### src/rtl/_regfile32.sv
// Thirty-two entry register file with two combinational read ports, one write
// port and a per-register pending bit. Optional write-to-read forwarding: REGFILE_BYPASS_EN.
`ifndef BIT_WIDTH
`define BIT_WIDTH 32
`endif

module _mux32 #(
  parameter int n = `BIT_WIDTH
) (
  input  logic [4:0]   sel_i,
  input  logic [n-1:0] in00_i,
  input  logic [n-1:0] in01_i,
  input  logic [n-1:0] in02_i,
  input  logic [n-1:0] in03_i,
  input  logic [n-1:0] in04_i,
  input  logic [n-1:0] in05_i,
  input  logic [n-1:0] in06_i,
  input  logic [n-1:0] in07_i,
  input  logic [n-1:0] in08_i,
  input  logic [n-1:0] in09_i,
  input  logic [n-1:0] in10_i,
  input  logic [n-1:0] in11_i,
  input  logic [n-1:0] in12_i,
  input  logic [n-1:0] in13_i,
  input  logic [n-1:0] in14_i,
  input  logic [n-1:0] in15_i,
  input  logic [n-1:0] in16_i,
  input  logic [n-1:0] in17_i,
  input  logic [n-1:0] in18_i,
  input  logic [n-1:0] in19_i,
  input  logic [n-1:0] in20_i,
  input  logic [n-1:0] in21_i,
  input  logic [n-1:0] in22_i,
  input  logic [n-1:0] in23_i,
  input  logic [n-1:0] in24_i,
  input  logic [n-1:0] in25_i,
  input  logic [n-1:0] in26_i,
  input  logic [n-1:0] in27_i,
  input  logic [n-1:0] in28_i,
  input  logic [n-1:0] in29_i,
  input  logic [n-1:0] in30_i,
  input  logic [n-1:0] in31_i,
  output logic [n-1:0] out_o
);

  always_comb begin
    out_o = '0;
    case (sel_i)
      5'd0:  out_o = in00_i;
      5'd1:  out_o = in01_i;
      5'd2:  out_o = in02_i;
      5'd3:  out_o = in03_i;
      5'd4:  out_o = in04_i;
      5'd5:  out_o = in05_i;
      5'd6:  out_o = in06_i;
      5'd7:  out_o = in07_i;
      5'd8:  out_o = in08_i;
      5'd9:  out_o = in09_i;
      5'd10: out_o = in10_i;
      5'd11: out_o = in11_i;
      5'd12: out_o = in12_i;
      5'd13: out_o = in13_i;
      5'd14: out_o = in14_i;
      5'd15: out_o = in15_i;
      5'd16: out_o = in16_i;
      5'd17: out_o = in17_i;
      5'd18: out_o = in18_i;
      5'd19: out_o = in19_i;
      5'd20: out_o = in20_i;
      5'd21: out_o = in21_i;
      5'd22: out_o = in22_i;
      5'd23: out_o = in23_i;
      5'd24: out_o = in24_i;
      5'd25: out_o = in25_i;
      5'd26: out_o = in26_i;
      5'd27: out_o = in27_i;
      5'd28: out_o = in28_i;
      5'd29: out_o = in29_i;
      5'd30: out_o = in30_i;
      5'd31: out_o = in31_i;
      default: out_o = '0;
    endcase
  end

endmodule

module _regfile32 #(
  parameter int n = `BIT_WIDTH
) (
  input  logic         clk,
  input  logic         rst,
  input  logic [4:0]   rd_sel_a,
  input  logic [4:0]   rd_sel_b,
  output logic [n-1:0] rd_data_a,
  output logic [n-1:0] rd_data_b,
  output logic         busy_a,
  output logic         busy_b,
  input  logic         wr_en,
  input  logic [4:0]   wr_sel,
  input  logic [n-1:0] wr_data,
  input  logic         lock_en,
  input  logic [4:0]   lock_sel
);

  logic [n-1:0] regs_q [1:31];
  logic [n-1:0] regs_d [1:31];
  logic [31:1]  pend_q;
  logic [31:1]  pend_d;

  logic [n-1:0] storedA;
  logic [n-1:0] storedB;
  logic         pendA;
  logic         pendB;

  // Lock is applied after the write so a new producer keeps the register pending.
  always_comb begin
    regs_d = regs_q;
    pend_d = pend_q;
    for (int i = 1; i < 32; i++) begin
      if (wr_en && (wr_sel == 5'(i))) begin
        regs_d[i] = wr_data;
        pend_d[i] = 1'b0;
      end
      if (lock_en && (lock_sel == 5'(i))) begin
        pend_d[i] = 1'b1;
      end
    end
  end

  always_ff @(posedge clk) begin
    if (rst) begin
      for (int i = 1; i < 32; i++) begin
        regs_q[i] <= '0;
      end
      pend_q <= '0;
    end else begin
      regs_q <= regs_d;
      pend_q <= pend_d;
    end
  end

  _mux32 #(.n(n)) uDataMuxA (
    .sel_i(rd_sel_a),
    .in00_i('0),         .in01_i(regs_q[1]),  .in02_i(regs_q[2]),  .in03_i(regs_q[3]),
    .in04_i(regs_q[4]),  .in05_i(regs_q[5]),  .in06_i(regs_q[6]),  .in07_i(regs_q[7]),
    .in08_i(regs_q[8]),  .in09_i(regs_q[9]),  .in10_i(regs_q[10]), .in11_i(regs_q[11]),
    .in12_i(regs_q[12]), .in13_i(regs_q[13]), .in14_i(regs_q[14]), .in15_i(regs_q[15]),
    .in16_i(regs_q[16]), .in17_i(regs_q[17]), .in18_i(regs_q[18]), .in19_i(regs_q[19]),
    .in20_i(regs_q[20]), .in21_i(regs_q[21]), .in22_i(regs_q[22]), .in23_i(regs_q[23]),
    .in24_i(regs_q[24]), .in25_i(regs_q[25]), .in26_i(regs_q[26]), .in27_i(regs_q[27]),
    .in28_i(regs_q[28]), .in29_i(regs_q[29]), .in30_i(regs_q[30]), .in31_i(regs_q[31]),
    .out_o(storedA)
  );

  _mux32 #(.n(n)) uDataMuxB (
    .sel_i(rd_sel_b),
    .in00_i('0),         .in01_i(regs_q[1]),  .in02_i(regs_q[2]),  .in03_i(regs_q[3]),
    .in04_i(regs_q[4]),  .in05_i(regs_q[5]),  .in06_i(regs_q[6]),  .in07_i(regs_q[7]),
    .in08_i(regs_q[8]),  .in09_i(regs_q[9]),  .in10_i(regs_q[10]), .in11_i(regs_q[11]),
    .in12_i(regs_q[12]), .in13_i(regs_q[13]), .in14_i(regs_q[14]), .in15_i(regs_q[15]),
    .in16_i(regs_q[16]), .in17_i(regs_q[17]), .in18_i(regs_q[18]), .in19_i(regs_q[19]),
    .in20_i(regs_q[20]), .in21_i(regs_q[21]), .in22_i(regs_q[22]), .in23_i(regs_q[23]),
    .in24_i(regs_q[24]), .in25_i(regs_q[25]), .in26_i(regs_q[26]), .in27_i(regs_q[27]),
    .in28_i(regs_q[28]), .in29_i(regs_q[29]), .in30_i(regs_q[30]), .in31_i(regs_q[31]),
    .out_o(storedB)
  );

  // Pending bits go through the same one-bit-wide selection as the data.
  _mux32 #(.n(1)) uPendMuxA (
    .sel_i(rd_sel_a),
    .in00_i(1'b0),       .in01_i(pend_q[1]),  .in02_i(pend_q[2]),  .in03_i(pend_q[3]),
    .in04_i(pend_q[4]),  .in05_i(pend_q[5]),  .in06_i(pend_q[6]),  .in07_i(pend_q[7]),
    .in08_i(pend_q[8]),  .in09_i(pend_q[9]),  .in10_i(pend_q[10]), .in11_i(pend_q[11]),
    .in12_i(pend_q[12]), .in13_i(pend_q[13]), .in14_i(pend_q[14]), .in15_i(pend_q[15]),
    .in16_i(pend_q[16]), .in17_i(pend_q[17]), .in18_i(pend_q[18]), .in19_i(pend_q[19]),
    .in20_i(pend_q[20]), .in21_i(pend_q[21]), .in22_i(pend_q[22]), .in23_i(pend_q[23]),
    .in24_i(pend_q[24]), .in25_i(pend_q[25]), .in26_i(pend_q[26]), .in27_i(pend_q[27]),
    .in28_i(pend_q[28]), .in29_i(pend_q[29]), .in30_i(pend_q[30]), .in31_i(pend_q[31]),
    .out_o(pendA)
  );

  _mux32 #(.n(1)) uPendMuxB (
    .sel_i(rd_sel_b),
    .in00_i(1'b0),       .in01_i(pend_q[1]),  .in02_i(pend_q[2]),  .in03_i(pend_q[3]),
    .in04_i(pend_q[4]),  .in05_i(pend_q[5]),  .in06_i(pend_q[6]),  .in07_i(pend_q[7]),
    .in08_i(pend_q[8]),  .in09_i(pend_q[9]),  .in10_i(pend_q[10]), .in11_i(pend_q[11]),
    .in12_i(pend_q[12]), .in13_i(pend_q[13]), .in14_i(pend_q[14]), .in15_i(pend_q[15]),
    .in16_i(pend_q[16]), .in17_i(pend_q[17]), .in18_i(pend_q[18]), .in19_i(pend_q[19]),
    .in20_i(pend_q[20]), .in21_i(pend_q[21]), .in22_i(pend_q[22]), .in23_i(pend_q[23]),
    .in24_i(pend_q[24]), .in25_i(pend_q[25]), .in26_i(pend_q[26]), .in27_i(pend_q[27]),
    .in28_i(pend_q[28]), .in29_i(pend_q[29]), .in30_i(pend_q[30]), .in31_i(pend_q[31]),
    .out_o(pendB)
  );

`ifdef REGFILE_BYPASS_EN
  logic fwdA;
  logic fwdB;

  // A same-cycle write is forwarded; a same-cycle lock on that register keeps it busy.
  always_comb begin
    fwdA = wr_en && (wr_sel != 5'd0) && (wr_sel == rd_sel_a);
    fwdB = wr_en && (wr_sel != 5'd0) && (wr_sel == rd_sel_b);
    rd_data_a = fwdA ? wr_data : storedA;
    rd_data_b = fwdB ? wr_data : storedB;
    busy_a = fwdA ? (lock_en && (lock_sel == rd_sel_a)) : pendA;
    busy_b = fwdB ? (lock_en && (lock_sel == rd_sel_b)) : pendB;
  end
`else
  always_comb begin
    rd_data_a = storedA;
    rd_data_b = storedB;
    busy_a = pendA;
    busy_b = pendB;
  end
`endif

endmodule

### config.mk
export PLATFORM = sky130hd
export DESIGN_NAME = _regfile32
export DESIGN_NICKNAME = d
export VERILOG_FILES = /design/src/rtl/_regfile32.sv
export SDC_FILE = /design/constraint.sdc
export NUM_CORES = 2
export LEC_CHECK = 0
export ABC_CLOCK_PERIOD_IN_PS = 2400
export BUFFER_PORTS_ARGS = -buffer_cell sky130_fd_sc_hd__buf_4
export CAP_MARGIN = 20
export CORE_UTILIZATION = 44
export CTS_BUF_LIST = sky130_fd_sc_hd__clkbuf_16
export DETAILED_ROUTE_END_ITERATION = 8
export HOLD_SLACK_MARGIN = 0.06
export SETUP_SLACK_MARGIN = 0.02
export SLEW_MARGIN = 40
export SYNTH_ARGS = -nofsm -noshare
export SYNTH_HDL_FRONTEND = slang
export SYNTH_SLANG_ARGS = --single-unit
export TNS_END_PERCENT = 10
### constraint.sdc
create_clock -name clk -period 2.4 [get_ports clk]
set_input_delay 0.24 -clock clk [delete_from_list [all_inputs] [get_ports clk]]
set_output_delay 0.24 -clock clk [all_outputs]
set_load 0.005 [all_outputs]
==> impl_metrics.toml <==
[setup_path]
cp-end-kind = "output port"
crit_path_start_kind = "register"
worstPathArrival_ns = 2.54
path_buf_inv = 1
critPathKind = "register to output port"
cp_slowest_stage_delay_ns = 0.52
slowest_stage = "a222oi_1"
cp_top_family = "simple AND/OR/NAND/NOR gates"
path_cells = "mux2_2, a222oi_1, nand3_1, or3_4, buf_6"
path_max_fanout = 3
required_ns = 2.16

[synthesis]
synth_top_area_share_pct = 41.2
synthDistinctLibCells = 63
syn_nets = 6710
synth_cells = 6654
syn-cell-area_sq_mm = 0.0497
yosys_warnings = 0
synth_enable_flop_cells = 0
synth.most_common_cell = "nand2_1"
synthArstFlopShare_pct = 0
synthFlopType = "dfxtp_1"
netlist.top_cell.by_area = "dfxtp_1"
synthTopCellsByCount = "nand2_1 (2,135), a21oi_1 (1,053), dfxtp_1 (1,023)"
synth_area_leaders = "dfxtp_1 (41%), nand2_1 (16%), a21oi_1 (11%)"
synth-seq-area-share_pct = 41.2
syn-mean-instance-area_sq_um = 7.47
synth_seq_cells = 1023

[cts]
cts-root-buf = "clkbuf_16"
clock-sinks = 1023
cts_made_buffers = 114
clk-insertion-delay-late_ns = 0.75
clockBufferDepth = 3
clkTransAtPathRegs_ns = 0.06
cts_tree = "yes"
cts_max_level = 3

[place]
hpwl_mm = 186
port_buffers = 121
placed_cell_area_sq_mm = 0.0576
gp_congestion = 1.06
pre_cts_ws_ns = -0.421
dp_cells = 8201

[layout]
fin_area_sq_mm = 0.0629
fillers = 10357
final_cells = 8475
fin_util_pct = 56.5
register_area_sq_mm = 0.0205
drive_above_1_share_pct = 17.7
final_nets = 6936
multi_input_area_sq_mm = 0.0281
syn_to_final_growth_pct = 26.5

[sta]
worst_slew_pin_slew_ns = 0.997
setup_tns_ns = -16.72
relSlewSlack_pct = 33.4
setup_violations = 66
slew_viol_final = 0
rsz0062_at_grt = "yes"
hold_viol_final = 0
fin_crit_ns = 2.78
finalClockSkew_ns = 0
worst_slack_ns = -0.381
fin_crit_sh_pct = 116
timing.fmax_mhz = 360

[route]
dr.pass1.iters = 9
ant_nets = 0
num_vias = 59222
vias_per_cell = 6.99
post-route-drc-count = 59
drtIter0Drc = 12472
routed_wl_mm = 302
routedWlPerCell_um = 35.6

[floorplan]
dieArea_sq_mm = 0.114
fp.dieH_um = 338
start_util_pct = 44.7
coreArea_sq_mm = 0.111
pin_count = 122
die_w_um = 338
rows = 122

[grt]
grt_max_degree = 112
grt_use_total_pct = 51.1
grt_antenna_before_repair = 23
grt_overflow_total = 0
grt_pass1_vias = 53579
grt_pass1_wl_mm = 410

[power_and_ir_drop]
ir_worst_vdd_v = 0.000678
p_per_area_mw_per_mm2 = 614
power_leakage_nw = 22.0

[run_status]
violations = "design-rule violations, negative setup slack"
outcome = "finished with violations"

[worst_hold_path]
hold_class = "primary input to register"

[run]
max-cap-violations = 0
[worst reg2reg max path, cell delays in order (launching register included)]
cell and delay, ns:
dfxtp_1 0.36, a32oi_1 0.16, dlygate4sd3_1 0.57, nor2_1 0.04
[logic make-up (layout without fill, tap and decap cells)]
family / Yosys count / count (layout) / synth area share, %
compound gates: 1924 / 1924 / 25.3
flops: 1023 / 1023 / 41.2
other cells: 0 / 15 / 0
simple gates: 2867 / 2867 / 24.6
buf+inv: 663 / 981 / 5.26
mux: 177 / 177 / 3.63
[final cells by class]
cell class                 instances  share of cell area, %
tap                             1488                   2.96
clock buffer                     118                   4.70
multi-input combinational       4968                   44.7
clock inverter                    90                   1.22
inverter                           3                 0.0179
timing repair buffer             770                   13.6
antenna                           15                 0.0597
sequential                      1023                   32.7
[placed cells by master, fill, tap and decap left out, types with 26 or more instances in the layout]
cell           Yosys  final
mux2i_1          159    159
dfxtp_2            0     43
dfxtp_1         1023    978
a21oi_1         1053   1051
clkbuf_16          0    118
nor2_4             0     55
and3_1           186    168
a2111oi_4         20     35
or4_4              0     38
dlygate4sd3_1      0     41
a2bb2oi_1         28     27
nand3_1          105     91
o2111ai_1         26     26
nor2_1           167    111
o2bb2ai_1         59     59
a222oi_1          58     58
nand2_1         2135   2112
buf_6              2     28
a22oi_1          527    523
buf_12             2    200
nand4_1           86     86
buf_4              2    495
[registers in the layout (all words and copies together), names as in the netlist]
register / count
pend_q: 31
regs_q: 992
[repair_timing]
action | 4_1_cts | 5_1_grt
buffers inserted | 6 | 2
hold buffers | 41 | 0
pin swaps | 58 | 40
gates resized for setup | 205 | 58
setup endpoints to repair | 66 | 66
endpoints found under the hold margin | 1023 | 0
[metrics by stage]
stage          hold WS (ns)  total power, mW
6_report              0.123             38.6
5_1_grt               0.144             39.1
4_1_cts               0.115             38.2
3_5_place_dp          0.455             20.6
3_3_place_gp          0.452             20.6
2_1_floorplan         0.380             18.8
[worst paths after layout]
| path | from | end | slack (ns) | cells after the start |
|---|---|---|---|---|
| worst max-delay path | regs_q[281]$_SDFFE_PP0P_ | rd_data_b[25] | -0.38 | 5 |
| worst max register to register | pend_q[13]$_SDFFE_PP0P_ | pend_q[13]$_SDFFE_PP0P_ | 1.17 | 3 |
| worst min-delay path | wr_sel[2] | regs_q[414]$_SDFFE_PP0P_ | 0.12 | 5 |
| worst min register to register | regs_q[793]$_SDFFE_PP0P_ | regs_q[793]$_SDFFE_PP0P_ | 0.46 | 2 |
[routing by layer]
metal  track usage [%]  vias to the layer above  part of all wire, %
met4              38.4                       14                  9.4
met5             0.298                        -                0.051
met2              68.7                     5889                   38
met1              64.5                    27677                   35
met3              21.1                     1673                   17
li1                  -                    23969                    -
[where the power goes]
| part | total [mW] | leakage, nW | switching (mW) | internal [mW] |
|---|---|---|---|---|
| logic | 3.32 | 11.8 | 2.34 | 0.986 |
| clock network | 18.0 | 1.90 | 7.89 | 10.1 |
| registers | 17.2 | 8.27 | 0.128 | 17.1 |
No activity file was read; power rests on OpenSTA's default activity.
